===== config.mk =====
export PLATFORM = sky130hd
export DESIGN_NAME = instr_fetch_unit
export DESIGN_NICKNAME = d
export VERILOG_FILES = /design/src/rtl/instr_fetch_unit_pkg.sv /design/src/rtl/instr_fetch_unit_fifo.sv /design/src/rtl/instr_fetch_unit.sv
export SDC_FILE = /design/constraint.sdc
export NUM_CORES = 1
export LEC_CHECK = 0
export ABC_AREA = 1
export CAP_MARGIN = 15
export CORE_MARGIN = 3
export CORE_UTILIZATION = 47
export DETAILED_ROUTE_END_ITERATION = 8
export PLACE_DENSITY = 0.76
export SYNTH_ARGS = -nofsm -noshare
export SYNTH_HDL_FRONTEND = slang
export SYNTH_SLANG_ARGS = --single-unit
export TNS_END_PERCENT = 20

===== constraint.sdc =====
create_clock -name clk -period 3.8 [get_ports clk]
set_input_delay 0.38 -clock clk [delete_from_list [all_inputs] [get_ports clk]]
set_output_delay 0.38 -clock clk [all_outputs]
set_load 0.05 [all_outputs]

===== src/rtl/instr_fetch_unit_pkg.sv =====
// -----------------------------------------------------------------------------
// instr_fetch_unit_pkg
// Shared definitions for the RV32I instruction fetch unit:
//   INSTR_NOP        - canonical NOP (addi x0, x0, 0) shown when no instruction
//   PC_STEP          - sequential fetch increment (one 32-bit word)
//   ifu_state_e      - fetch FSM encodings IFU_IDLE / IFU_WAIT_RSP / IFU_WAIT_DISCARD
//   ifu_entry_t      - 64-bit instruction buffer entry {pc, instr}
//   align_pc()       - clears the byte-offset bits of a PC
// -----------------------------------------------------------------------------
package instr_fetch_unit_pkg;

  localparam logic [31:0] INSTR_NOP = 32'h0000_0013;
  localparam logic [31:0] PC_STEP   = 32'd4;

  typedef enum logic [1:0] {
    IFU_IDLE         = 2'd0,
    IFU_WAIT_RSP     = 2'd1,
    IFU_WAIT_DISCARD = 2'd2
  } ifu_state_e;

  typedef struct packed {
    logic [31:0] pc;
    logic [31:0] instr;
  } ifu_entry_t;

  function automatic logic [31:0] align_pc(input logic [31:0] pc);
    return {pc[31:2], 2'b00};
  endfunction

endpackage


===== src/rtl/instr_fetch_unit_fifo.sv =====
// -----------------------------------------------------------------------------
// ifu_fifo
// Synchronous FIFO of {pc, instr} entries for the fetch unit.
// Ports:
//   clk, rst        - clock, asynchronous active-high reset (pointers/count only)
//   push, push_data - write an entry (caller guarantees space)
//   pop             - consume the head entry (ignored when empty or flushing)
//   flush           - discard all entries; a push in the same cycle survives
//                     as the only entry
//   head            - registered head entry (undefined when empty)
//   count           - number of stored entries
//   empty           - count == 0
// DEPTH must be a power of two, at least 2, so pointers wrap naturally.
// -----------------------------------------------------------------------------
module ifu_fifo
  import instr_fetch_unit_pkg::*;
#(
  parameter int DEPTH = 2
) (
  input  logic                     clk,
  input  logic                     rst,
  input  logic                     push,
  input  ifu_entry_t               push_data,
  input  logic                     pop,
  input  logic                     flush,
  output ifu_entry_t               head,
  output logic [$clog2(DEPTH):0]   count,
  output logic                     empty
);

  localparam int PW = $clog2(DEPTH);

  ifu_entry_t         mem_reg [DEPTH];
  logic [PW-1:0]      wr_ptr_reg;
  logic [PW-1:0]      rd_ptr_reg;
  logic [PW:0]        count_reg;
  logic [PW-1:0]      wr_idx;
  logic               do_pop;

  // A flush restarts the ring at slot 0, so a concurrent push lands there.
  assign wr_idx = flush ? '0 : wr_ptr_reg;
  assign do_pop = pop && (count_reg != '0) && !flush;

  always_ff @(posedge clk) begin
    if (push) begin
      mem_reg[wr_idx] <= push_data;
    end
  end

  always_ff @(posedge clk or posedge rst) begin
    if (rst) begin
      wr_ptr_reg <= '0;
      rd_ptr_reg <= '0;
      count_reg  <= '0;
    end else if (flush) begin
      rd_ptr_reg <= '0;
      wr_ptr_reg <= PW'(push);
      count_reg  <= {{PW{1'b0}}, push};
    end else begin
      if (push) begin
        wr_ptr_reg <= wr_ptr_reg + 1'b1;
      end
      if (do_pop) begin
        rd_ptr_reg <= rd_ptr_reg + 1'b1;
      end
      case ({push, do_pop})
        2'b10:   count_reg <= count_reg + 1'b1;
        2'b01:   count_reg <= count_reg - 1'b1;
        default: count_reg <= count_reg;
      endcase
    end
  end

  assign head  = mem_reg[rd_ptr_reg];
  assign count = count_reg;
  assign empty = (count_reg == '0);

endmodule


===== src/rtl/instr_fetch_unit.sv =====
// -----------------------------------------------------------------------------
// instr_fetch_unit
// RV32I instruction fetch: generates sequential PCs, issues one-outstanding
// word requests to instruction memory, buffers responses in ifu_fifo and
// presents {instr, instr_pc} to decode. Redirects flush and refetch.
// Ports:
//   clk, rst                        - clock, asynchronous active-high reset
//   imem_req_valid/ready/addr       - fetch request handshake, word address
//   imem_rsp_valid/data             - in-order response, no backpressure
//   instr_valid/ready, instr, instr_pc - head of buffer to decode (NOP when empty)
//   redirect_valid, redirect_pc     - flush and restart fetch at redirect_pc
//   instr_misaligned                - only when IFU_MISALIGN_CHK_EN is defined
// Configuration macro IFU_MISALIGN_CHK_EN: a redirect with redirect_pc[1:0]!=0
// buffers a single {NOP, redirect_pc} entry, raises instr_misaligned and halts
// fetch until the next redirect or reset. Without it the low bits are masked.
// -----------------------------------------------------------------------------
module instr_fetch_unit
  import instr_fetch_unit_pkg::*;
#(
  parameter logic [31:0] RESET_PC   = 32'h0000_0000,
  parameter int          FIFO_DEPTH = 2
) (
  input  logic        clk,
  input  logic        rst,
  output logic        imem_req_valid,
  input  logic        imem_req_ready,
  output logic [31:0] imem_req_addr,
  input  logic        imem_rsp_valid,
  input  logic [31:0] imem_rsp_data,
  output logic        instr_valid,
  input  logic        instr_ready,
  output logic [31:0] instr,
  output logic [31:0] instr_pc,
  input  logic        redirect_valid,
  input  logic [31:0] redirect_pc
`ifdef IFU_MISALIGN_CHK_EN
  ,
  output logic        instr_misaligned
`endif
);

  localparam int             CW      = $clog2(FIFO_DEPTH) + 1;
  localparam logic [CW-1:0]  DEPTH_C = CW'(FIFO_DEPTH);

  ifu_state_e    state_reg;
  logic [31:0]   fetch_pc_reg;
  logic [31:0]   req_pc_reg;
  logic          req_valid_reg;
  logic          halt_reg;

  logic [CW-1:0] fifo_count;
  logic          fifo_empty;
  ifu_entry_t    fifo_head;
  ifu_entry_t    fifo_push_data;
  logic          fifo_push;

  logic          pop_hs;
  logic          req_hs;
  logic          b2b_valid;
  logic          redirect_misaligned;
  logic [CW-1:0] count_after_push;
  logic [CW-1:0] count_after_pop;

`ifdef IFU_MISALIGN_CHK_EN
  assign redirect_misaligned = redirect_valid && (redirect_pc[1:0] != 2'b00);
  assign instr_misaligned    = halt_reg;
`else
  assign redirect_misaligned = 1'b0;
`endif

  assign instr_valid = !fifo_empty;
  assign pop_hs      = instr_valid && instr_ready;

  // Occupancy seen by the next request decision, accounting for this
  // cycle's pop (and push, while a response is landing).
  assign count_after_push = fifo_count + CW'(1) - CW'(pop_hs);
  assign count_after_pop  = fifo_count - CW'(pop_hs);

  // Back-to-back issue: while the outstanding response lands, the next
  // request can go out in the same cycle if the buffer still has room.
  assign b2b_valid = (state_reg == IFU_WAIT_RSP) && imem_rsp_valid &&
                     !halt_reg && (count_after_push < DEPTH_C);

  assign imem_req_valid = req_valid_reg || b2b_valid;
  assign imem_req_addr  = fetch_pc_reg;
  assign req_hs         = imem_req_valid && imem_req_ready;

  always_comb begin
    fifo_push      = 1'b0;
    fifo_push_data = '0;
    if (redirect_valid) begin
      // Flush dominates; only the misaligned marker entry may survive it.
      fifo_push            = redirect_misaligned;
      fifo_push_data.pc    = redirect_pc;
      fifo_push_data.instr = INSTR_NOP;
    end else begin
      fifo_push            = (state_reg == IFU_WAIT_RSP) && imem_rsp_valid;
      fifo_push_data.pc    = req_pc_reg;
      fifo_push_data.instr = imem_rsp_data;
    end
  end

  ifu_fifo #(
    .DEPTH (FIFO_DEPTH)
  ) u_fifo (
    .clk       (clk),
    .rst       (rst),
    .push      (fifo_push),
    .push_data (fifo_push_data),
    .pop       (pop_hs),
    .flush     (redirect_valid),
    .head      (fifo_head),
    .count     (fifo_count),
    .empty     (fifo_empty)
  );

  assign instr    = fifo_empty ? INSTR_NOP : fifo_head.instr;
  assign instr_pc = fifo_empty ? 32'h0     : fifo_head.pc;

  always_ff @(posedge clk or posedge rst) begin
    if (rst) begin
      state_reg     <= IFU_IDLE;
      fetch_pc_reg  <= RESET_PC;
      req_pc_reg    <= RESET_PC;
      req_valid_reg <= 1'b0;
      halt_reg      <= 1'b0;
    end else if (redirect_valid) begin
      fetch_pc_reg <= align_pc(redirect_pc);
      halt_reg     <= redirect_misaligned;
      // A request still in flight after this edge must have its response
      // swallowed: either one was just accepted, or the pending one has not
      // arrived yet.
      if (req_hs ||
          ((state_reg != IFU_IDLE) && !imem_rsp_valid)) begin
        state_reg     <= IFU_WAIT_DISCARD;
        req_valid_reg <= 1'b0;
      end else begin
        state_reg     <= IFU_IDLE;
        req_valid_reg <= !redirect_misaligned;
      end
    end else begin
      case (state_reg)
        IFU_IDLE: begin
          if (req_hs) begin
            req_pc_reg    <= fetch_pc_reg;
            fetch_pc_reg  <= fetch_pc_reg + PC_STEP;
            state_reg     <= IFU_WAIT_RSP;
            req_valid_reg <= 1'b0;
          end else begin
            // No push happens in IDLE, so once raised this stays high until
            // accepted.
            req_valid_reg <= !halt_reg && (count_after_pop < DEPTH_C);
          end
        end
        IFU_WAIT_RSP: begin
          if (imem_rsp_valid) begin
            if (req_hs) begin
              req_pc_reg   <= fetch_pc_reg;
              fetch_pc_reg <= fetch_pc_reg + PC_STEP;
            end else begin
              // Keeps a stalled back-to-back request asserted with the same
              // address once the FSM falls back to IDLE.
              state_reg     <= IFU_IDLE;
              req_valid_reg <= !halt_reg && (count_after_push < DEPTH_C);
            end
          end
        end
        IFU_WAIT_DISCARD: begin
          if (imem_rsp_valid) begin
            state_reg     <= IFU_IDLE;
            req_valid_reg <= !halt_reg && (count_after_pop < DEPTH_C);
          end
        end
        default: begin
          state_reg     <= IFU_IDLE;
          req_valid_reg <= 1'b0;
        end
      endcase
    end
  end

endmodule


# Yosys cells after proc, flatten, opt, wreduce, memory -nomap -nowiden
# Memory sizes are Yosys's and may differ from the RTL's.
# Cells that the tools add are included.
dict set report totals {
  register_bits 71
  elab_cells 86
  out_inout_bits 98
  mem_count 1
  inputBits 70
  mem_bits_rw 128
}
# memory depth width rd rd_ports_with_merged_regs wr line
set memory_table {}
lappend memory_table {u_fifo.mem_reg 2 64 1 0 1 instr_fetch_unit_fifo.sv:33} ;# ifu_entry_t mem_reg [DEPTH];
dict set report op_classes {
  eq_ne 9
  n_reduce_logical 25
  mux 34
  add_sub_neg 7
  order_cmp 2
  n_bitwise 1
}
# cell n
set ops {}
lappend ops {{$mux 32} 7}
lappend ops {{$pmux 32 s2} 2}
lappend ops {{$mux 64} 1}
lappend ops {{$add 32x3->32 const B} 1}
lappend ops {{$mux 1} 14}
lappend ops {{$mux 2} 7}
lappend ops {{$ne 3x3->1 const B} 4}
lappend ops {{$reduce_bool 2->1} 5}
lappend ops {{$logic_and 1x1->1} 7}
lappend ops {{$pmux 2 s3} 1}
lappend ops {{$reduce_and 3->1} 2}
lappend ops {{$reduce_bool 3->1} 2}
lappend ops {{$eq 2x1->1 const B} 2}
lappend ops {{$eq 2x2->1 const B} 2}
lappend ops {{$logic_not 2->1} 2}
lappend ops {{$lt 2x2->1 const B} 2}
lappend ops {{$pmux 2 s2} 1}
lappend ops {{$reduce_and 4->1} 1}
lappend ops {{$sub 2x1->2} 2}
lappend ops {{$logic_not 1->1} 3}
lappend ops {{$pmux 1 s3} 1}
lappend ops {{$add 1x1->1 const B} 2}
lappend ops {{$add 2x1->2 const B} 1}
lappend ops {{$logic_or 1x1->1} 2}
lappend ops {{other kinds (4)} 4}

# Logic depth before layout (Yosys ltp)
dict set report depth {
  ltp_word 12
  mapped_depth 15
  ltp_nobuf 14
}

# By module
# A second synthesis with hierarchy kept.
dict set report unflattened {
  hier_cells 1022
  area_unflattened_um2 9694.3
}
# mod cells_per_inst area_per_inst_um2 n_inst
set by_module_without_submodules {}
lappend by_module_without_submodules {ifu_fifo 235 5013.6 1}
lappend by_module_without_submodules {instr_fetch_unit 787 4680.7 1}

# Worst setup path before layout
# Ideal clock, no wire load.
dict set report synth_path {
  kind {input -> register}
  startpoint {in redirect_valid}
  endpoint {mem u_fifo.mem_reg[1][0] (netlist name), enable pin}
  slack_ps -219
  arrival_ps 3532
  n_path_buf 1
  cell_stages 4
  required_time_ps 3313
  path_cell_list {inv_1 clkbuf_1 nand2_1 nor2_1}
}
dict set report synth_via {
  elab_chain_cells 3
}
# item line
set synth_rtl {}
lappend synth_rtl {{start, declared} instr_fetch_unit.sv:34} ;# input logic redirect_valid,
lappend synth_rtl {{$mux 1} instr_fetch_unit.sv:91} ;# if (redirect_valid) begin
lappend synth_rtl {{$mux 1} instr_fetch_unit_fifo.sv:45} ;# if (push) begin
lappend synth_rtl {{$mux 1 (not written as such)} instr_fetch_unit_fifo.sv:46} ;# mem_reg[wr_idx] <= push_data;
lappend synth_rtl {{end, declared} instr_fetch_unit_fifo.sv:33}
# Several ways; a longest one is shown, not always the timed one.

# Worst setup path in the final report
dict set report layout_path {
  startpoint {reg u_fifo.rd_ptr_reg}
  endpoint {out instr_pc[3]}
}
dict set report layout_via {
  elab_chain_cells 2
}
# item line
set layout_rtl {}
lappend layout_rtl {{start, declared} instr_fetch_unit_fifo.sv:35} ;# logic [PW-1:0] rd_ptr_reg;
lappend layout_rtl {{start signal, assigned} instr_fetch_unit_fifo.sv:64} ;# rd_ptr_reg <= rd_ptr_reg + 1'b1;
lappend layout_rtl {{$mem_v2 2x64} -}
lappend layout_rtl {{$mux 32} instr_fetch_unit.sv:118} ;# assign instr_pc = fifo_empty ? 32'h0 : fifo_head.pc;
lappend layout_rtl {{end, declared} instr_fetch_unit.sv:33} ;# output logic [31:0] instr_pc,
# Every way passes these cells.

==> results.yml <==
cts:
  h-tree-depth: 4
  path_clk_slew_ns: 0.07
  cts-resized-gates: 0
  root_buffer: "clkbuf_16"
  numCtsBuffers: 17
  clock_latency_ns: 0.42
  cts.sinks: 195
  cts_hold_buf: 0
  post-cts-setup-buffers: 0
  cts_tree: "yes"
  clockBufferDepth: 2
placed_design:
  detailed_place_hpwl_mm: 15.04
  dp_cells: 1347
  port_buffers: 165
  place_congestion: 0.9480
drt:
  routed_via_density: 5.236
  drt_wl_total_mm: 22.14
  drt_iter0_drc: 669
  post_drt_wl_per_cell_um: 16.06
  drc: 0
  postRouteAntennaNets: 0
  drtPass1Iterations: 5
  num_vias: 7221
yosys:
  ys.flop_type: "edfxtp_1"
  synth_area_mm2: 0.009017
  syn_inst: 987
  yosysUniqueCellTypes: 29
  yosys_warnings: 0
  ys_async_sr_fraction_pct: 34.36
  avgSynthCellArea_um2: 9.136
  ys_seq_area_share_pct: 61.22
  synth_edf_count: 128
  yosys_register_bits: 195
global_route:
  grt_usage_pct: 21.35
  grt_overflow: 0
  grt_antenna_before_repair: 0
  grt_pass1_wl_mm: 34.64
  grt_pass1_vias: 6807
  grt_max_degree: 104
cells_and_area:
  utilization_pct: 61.26
  largest_reg_flops: 128
  fill_cells: 1563
  syn_to_final_growth_pct: 27.50
  antenna_cells: 0
  layout.nets: 1204
  layoutNonFillerInstCount: 1379
  layout_commonest_cell: "nand2_1"
  final_cell_mix: "nand2_1, nor2_1, clkdlybuf4s50_1, o21ai_0, edfxtp_1"
  layout-drive-gt1-share_pct: 4.803
setup_path:
  required_ns: 3.42
  worstSetupPathType: "reg2out"
  arrival_ns: 2.87
  crit_path_end_kind: "primary output"
  critPathLaunchType: "flop"
  crit_fanout: 66
power:
  leakage_uw: 0.004623
  p_total_uw: 7920
  power_density_mw_per_mm2: 688.8
  ir_worst_vdd_v: 0.0003876
timing:
  tns_ns: 0
  hold_viol: 0
  finClkSkew_ns: 0.01036
  rsz0062_at_grt: "no"
  finalCriticalPeriod_ns: 3.249
  slew_headroom_pct: 28.36
  max_freq_ghz: 0.3078
  post-route-period-util_pct: 85.50
  worstMarginPinSlew_ns: 1.075
  holdWs_ns: 0.4161
  final_max_slew_viol_count: 0
  setup_violations: 0
floorplan:
  dieArea_mm2: 0.02088
  rows: 50
  die_x_um: 144.5
  start_util_pct: 48.05
  ios: 168
  die_h_um: 144.5
  core_area_mm2: 0.01877
worst_hold_path:
  hold_class: "in2async"
outcome:
  outcome: "finished clean"
flow_run:
  maxCapViolCount: 0
## final timing paths
check	from	slack, ns	cells past startpoint	to
min	rst	0.42	2	req_valid_reg
min reg2reg	req_pc_reg[12]	0.52	2	req_pc_reg[12]
max	u_fifo.rd_ptr_reg	0.55	5	instr_pc[3]
max reg2reg	u_fifo.count[0]	1.08	14	imem_req_addr[8]
min in group clk	req_pc_reg[12]	0.52	2	req_pc_reg[12]
max in group asynchronous	rst	2.75	3	req_pc_reg[20]
## power by group
group	leakage (uW)	internal [uW]	total (uW)	switching (uW)
Combinational	0.00232	990	3240	2250
Clock	0.000297	1050	1840	786
Sequential	0.00200	2590	2840	251
Total	0.00462	4630	7920	3290
## critical path, cell delays in order, from the launching register on
cell	delay [ns]
dfrtp_2	0.78
inv_2	0.20
buf_12	0.29
nor2_1	0.08
nor2_1	0.21
clkdlybuf4s50_1	0.84
## synthesized netlist by cell type, types with 5 or more instances
library cell  instances  area share (%)
xnor2_1               5            0.49
clkbuf_1             31             1.3
nor3_1               20             1.1
nand4_1               8            0.56
nor2_1              184             7.7
xor2_1               13             1.3
o21ai_0             130             7.2
edfxtp_1            128              43
nand3_1              69             3.8
nand2_1             183             7.6
inv_1               105             4.4
dfrtp_1              67              19
a21oi_1               5            0.28
buf_2                 7            0.39
## layout make-up
cell class | instances | area (um2) | area share [%]
sequential | 195 | 5522 | 48.02
multi-input combinational | 639 | 2890 | 25.14
timing repair buffer | 173 | 1784 | 15.52
clock buffer | 18 | 429.2 | 3.733
inverter | 106 | 399.1 | 3.472
tap | 234 | 292.8 | 2.547
clock inverter | 14 | 180.2 | 1.567
## cells by family (layout without fill, tap and decap cells)
group | count (synthesis) | after routing | share of synthesized area (%)
buffers and inverters | 154 | 311 | 6.937
DFF | 195 | 195 | 61.22
xor gates and xnor gates | 18 | 18 | 1.748
adders and majority gates | 2 | 2 | 0.2775
AOI/OAI and AO/OA | 142 | 142 | 7.964
and+or+nand+nor | 475 | 475 | 21.81
other | 1 | 2 | 0.04159
## stage by stage
stage / cell area [um2] / setup WS [ns]
floorplan: 9024 / -0.1949
global placement: 10890 / 0.9725
detailed placement: 10890 / 0.9878
CTS: 11500 / 0.5337
global route: 11500 / 0.3481
finish: 11500 / 0.5508
## layer usage
layer  routed length (um)  up-vias  track usage, %
met2                 9956      273           31.72
met3                 1686       32           4.299
li1                     -     3515               -
met4                  503        0           7.020
met1                 9994     3401           31.66
met5                    0        -               0
No activity file was read; power rests on OpenSTA's default activity.
